### config.mk
export PLATFORM = sky130hd
export DESIGN_NAME = bram_stream_reader
export DESIGN_NICKNAME = d
export VERILOG_FILES = /design/src/rtl/bram_stream_reader.sv
export SDC_FILE = /design/constraint.sdc
export NUM_CORES = 1
export LEC_CHECK = 0
export CAP_MARGIN = 20
export CORE_MARGIN = 3
export CORE_UTILIZATION = 40
export DETAILED_ROUTE_END_ITERATION = 6
export HOLD_SLACK_MARGIN = 0.12
export PLACE_DENSITY_LB_ADDON = 0.3
export SYNTH_ARGS = -nofsm -noshare
export SYNTH_HDL_FRONTEND = slang
export SYNTH_SLANG_ARGS = --single-unit
### constraint.sdc
create_clock -name clock -period 6.4 [get_ports clock]
set_input_delay 1.28 -clock clock [delete_from_list [all_inputs] [get_ports clock]]
set_output_delay 1.28 -clock clock [all_outputs]
set_load 0.01 [all_outputs]
### src/rtl/bram_stream_reader.sv
// Streams the inclusive address range [start_address, end_address] out of a
// one-cycle-latency single-port bram as a valid/ready word stream.
//
// Output handshake: a word moves downstream on every rising clock edge where
// out_valid and out_ready are both high. While out_valid is high and out_ready
// is low, out_data and out_last hold. out_valid never depends on out_ready.
module bram_stream_reader #(
    parameter int RAM_WIDTH     = 32,
    parameter int RAM_ADDR_BITS = 9
) (
    input  logic                     clock,
    input  logic                     reset,
    input  logic                     start,
    input  logic [RAM_ADDR_BITS-1:0] start_address,
    input  logic [RAM_ADDR_BITS-1:0] end_address,
    output logic                     busy,
    output logic                     done,
    output logic                     ram_enable,
    output logic                     write_enable,
    output logic [RAM_ADDR_BITS-1:0] address,
    input  logic [RAM_WIDTH-1:0]     ram_data,
    output logic [RAM_WIDTH-1:0]     out_data,
    output logic                     out_valid,
    output logic                     out_last,
    input  logic                     out_ready
);

    typedef enum logic [1:0] {
        IDLE  = 2'd0,
        READ  = 2'd1,
        DRAIN = 2'd2
    } state_t;

    state_t                   state;
    logic [RAM_ADDR_BITS-1:0] remaining;
    logic                     pending;
    logic                     pending_last;
    logic [1:0]               count;
    logic [RAM_WIDTH-1:0]     slot1_data;
    logic                     slot1_last;

    logic                     pop;
    logic                     push;
    logic                     final_issue;
    logic [2:0]               occupancy;

    assign pop          = out_valid & out_ready;
    assign push         = pending;
    assign write_enable = 1'b0;
    assign busy         = (state != IDLE);
    assign out_valid    = (count != 2'd0);
    assign done         = (state == DRAIN) && pop && out_last;

    // Words already held or in flight, less the one leaving this cycle; a new
    // read is issued only if its data is guaranteed a free buffer slot.
    assign occupancy   = {1'b0, count} + {2'b00, pending} - {2'b00, pop};
    assign ram_enable  = (state == READ) && (occupancy < 3'd2);
    assign final_issue = ram_enable && (remaining == '0);

    always_ff @(posedge clock or posedge reset) begin
        if (reset) begin
            state        <= IDLE;
            address      <= '0;
            remaining    <= '0;
            pending      <= 1'b0;
            pending_last <= 1'b0;
            count        <= 2'd0;
            out_data     <= '0;
            out_last     <= 1'b0;
            slot1_data   <= '0;
            slot1_last   <= 1'b0;
        end else begin
            pending      <= ram_enable;
            pending_last <= final_issue;

            case (state)
                IDLE: begin
                    if (start) begin
                        address   <= start_address;
                        remaining <= end_address - start_address;
                        state     <= READ;
                    end
                end
                READ: begin
                    if (ram_enable) begin
                        address   <= address + 1'b1;
                        remaining <= remaining - 1'b1;
                        if (remaining == '0) begin
                            state <= DRAIN;
                        end
                    end
                end
                DRAIN: begin
                    if (done) begin
                        state <= IDLE;
                    end
                end
                default: state <= IDLE;
            endcase

            // out_data/out_last form the head slot; slot1 holds the second word.
            case ({push, pop})
                2'b10: begin
                    if (count == 2'd0) begin
                        out_data <= ram_data;
                        out_last <= pending_last;
                    end else begin
                        slot1_data <= ram_data;
                        slot1_last <= pending_last;
                    end
                    count <= count + 2'd1;
                end
                2'b01: begin
                    if (count == 2'd2) begin
                        out_data <= slot1_data;
                        out_last <= slot1_last;
                    end else begin
                        out_last <= 1'b0;
                    end
                    count <= count - 2'd1;
                end
                2'b11: begin
                    if (count == 2'd1) begin
                        out_data <= ram_data;
                        out_last <= pending_last;
                    end else begin
                        out_data   <= slot1_data;
                        out_last   <= slot1_last;
                        slot1_data <= ram_data;
                        slot1_last <= pending_last;
                    end
                end
                default: ;
            endcase
        end
    end

endmodule

==> results of run 1 <==
[per-layer routing]
layer / GRT usage (%) / vias to the layer above
met2: 26.86 / 104
met4: 5.288 / 0
met5: 0 / -
met3: 2.995 / 12
met1: 22.00 / 1858
li1: - / 1803
[cell usage in the layout (no fill, tap or decap), types with 6 or more instances in the layout]
cell type        instances
clkdlybuf4s50_1         99
dfrtp_1                 90
o22ai_1                  7
nand3_1                  7
mux2_1                   7
o21ai_1                  7
clkbuf_16                9
a21oi_1                 54
nor3_1                   6
a22oi_1                 34
nor2_1                  47
mux2_2                  28
o21ai_0                 12
ha_1                    16
inv_1                   17
nand2_1                 29
[sequential cells by signal (all words and copies together), names as in the netlist]
| name | cells |
|---|---|
| state | 2 |
| out_last | 1 |
| slot1_last | 1 |
| remaining | 9 |
| count | 2 |
| address | 9 |
| pending_last | 1 |
| slot1_data | 32 |
| pending | 1 |
| out_data | 32 |
[layout make-up]
type	instances	area (um2)
timing repair buffer	104	1028
multi-input combinational	317	2158
clock inverter	6	68.82
tap	140	175.2
fill	1001	5050
clock buffer	9	225.2
sequential	90	2252
inverter	19	72.57
[cells by family after synthesis]
logic type,count (synthesis),share of synthesized area [%]
buffers and inverters,45,4.307
DFF,90,49.07
muxes,36,8.806
and+or+nand+nor,120,12.21
adders and majority gates,18,5.234
AOI/OAI and AO/OA,135,18.95
other,1,0.08171
xor gates and xnor gates,7,1.336
[worst max path at each step]
stage                          from         end  slack (ps)  cells after the start
after floorplan           out_ready  ram_enable        2030                     11
after global placement    out_ready  ram_enable         830                     10
after detailed placement  out_ready  ram_enable         790                     10
after CTS                 out_ready  ram_enable         760                     10
after global routing      out_ready  ram_enable         560                     10
final                     out_ready  ram_enable         760                     10
[where the power goes]
| part | switching, mW | leakage [nW] | total, mW | internal (mW) |
|---|---|---|---|---|
| Combinational | 0.748 | 1.32 | 1.45 | 0.706 |
| Clock | 0.215 | 0.141 | 0.517 | 0.302 |
| Sequential | 0.189 | 1.06 | 1.05 | 0.857 |
==> results.md, run 1 <==
* Status: complete, no violations
* Max VDD drop at 0.0002201 V
* CTS max path bufs at 2
* Fin cells at 685
* WP data arrival at 4360 ps
* Total track usage at 16.36%
* Synth Register Bits at 90
* Syn Inst Count at 452
* Layout area overhead at 30.32%
* Critical path required time at 5120 ps
* TritonCTS Buffers at 9
* WP buf/inv at 2
* Max-slew violation count at 0
* Worst-margin pin slew at between 900 and 1000 ps
* Fin Setup TNS at 0 ps
* Worst r2r src: count[0]
* Avg Cell Area, Syn at 10.15 um2
* CP top delay family: simple AND/OR/NAND/NOR gates
* Die width at 113.1 um
* Post-cts resize count at 0
* Pleak at 2.518 nW
* First-pass GRT wire length at 17260 um
* WS Path Type: primary input to output pin
* DP HPWL at between 7000 and 8000 um
* Top Layer Used: met4
* Fin nets at roughly 610
* Synth top area cells: dfrtp_1 49%, mux2_2 6.9%, a21oi_1 5.9%
* Via/cell ratio at 5.514
* Routed length on met3 at 567 um
* Iter 0 DRT Violations at 281
* Number of global-route vias before repair at 3622
* Antenna diodes at 0
* Final hold viol count at 0
* Die span in y at 113.1 um
* Hold path depth at 1
* Hold Path Class: register to register
* DIE AREA at around 0.013 mm2
* Root Driver: clkbuf_16
* Skew final at 5.135 ps
* Worst-Skew Late Latency at about 330 ps
* Commonest cells in the netlist: 90 x dfrtp_1, 54 x a21oi_1, 48 x nor2_1, 34 x a22oi_1, 29 x nand2_1
* Synth Flop Type: dfrtp_1
* Post-layout util at 54.22%
* Drt pass-1 iters at 4
* Power Density at about 500 mW/mm2
* Period utilization at between 80% and 90%
* Area leader, netlist: dfrtp_1
* Post CTS Setup Buffer Count at 0
* DRT Wirelength at around 11000 um
* Initial antenna violation count at 0
* Worst Setup End Kind: output pin
* Fin area at 0.005981 mm2
* RSZ-0062 raised after global routing: no
* # DRC at 0
* Site row count at 38
* Timing-limited maximum frequency at about 180 MHz
* Critical Path Start Type: primary input
* Worst R2R Setup Slack at 2830 ps
* I/O pin cnt at just over 100
* Hold-fix buffers, CTS at 0
* Critical-path cell list: clkdlybuf4s50_1 -> nor2b_1 -> nand2_1 -> a21oi_1 -> fa_1 -> and2b_1 -> nand2_1 -> a21o_1 -> nor2_1 -> clkdlybuf4s50_1
* Final worst setup slack at 759.4 ps
* Final setup fails at 0
* Placed insts at 670
* Starting density of the core at a little over two fifths
* Worst reg2reg path depth at 11
* Port Buffer Count at 99
* Post-Place Cell Area at 0.005687 mm2
* Core Box Area at about 0.011 mm2
* Met2 wire length at 4985 um
* CTS Sinks at 90
* Count leader, synth: dfrtp_1
* Layout cell share with drive strength beyond 1 at 11.19%
* Post-synth EDFFs at 0
* Hold_ws at 489.1 ps
* Vias at 3777
* Reg2reg end: remaining[3]
* H-tree levels at 3
* Max-Cap Viols at 0
* Clock slew seen by the registers of the worst setup and hold paths at 70 ps
* WL met1 at 4916 um
* Share of synthesized registers carrying an async set or reset at between 90% and 100%
* WHS Endpoint: slot1_data[18]
* Post-Syn Area at 0.004589 mm2
* CTS tree: built
* Worst path slowest cell: clkdlybuf4s50_1
* Hold Path Origin: slot1_data[18]
* Synth top area share at 49.07%
* Sequential area share after synthesis at 49.07%
* Routed wire length per instance at 15.49 um
* Ys Warns at 0
* Tot Pwr at just over 3 mW
* Minimum clock period at about 5600 ps
* Final antenna-violating net count at 0
* DP Worst Slack at between 700 and 800 ps
* Slew margin rel. at 33.39%
* Worst-path fanout max at 10
* Post-Syn Nets at 524
* Slowest stage delay, CP at 570 ps
* Largest net degree at the start of global routing at 65
* Post-synth cell types at 52
* Total grt overflow at 0
* Final Wtd Congestion at around 0.8
(Power assumes the default switching activity.)
==> inputs of run 2 (changes only) <==
Settings changed: CTS_BUF_LIST set to sky130_fd_sc_hd__clkbuf_8 sky130_fd_sc_hd__clkbuf_16, CTS_CLUSTER_SIZE set to 40.
==> results of run 2 <==
No change in the layout: final DEF, timing and power equal those of run 1.
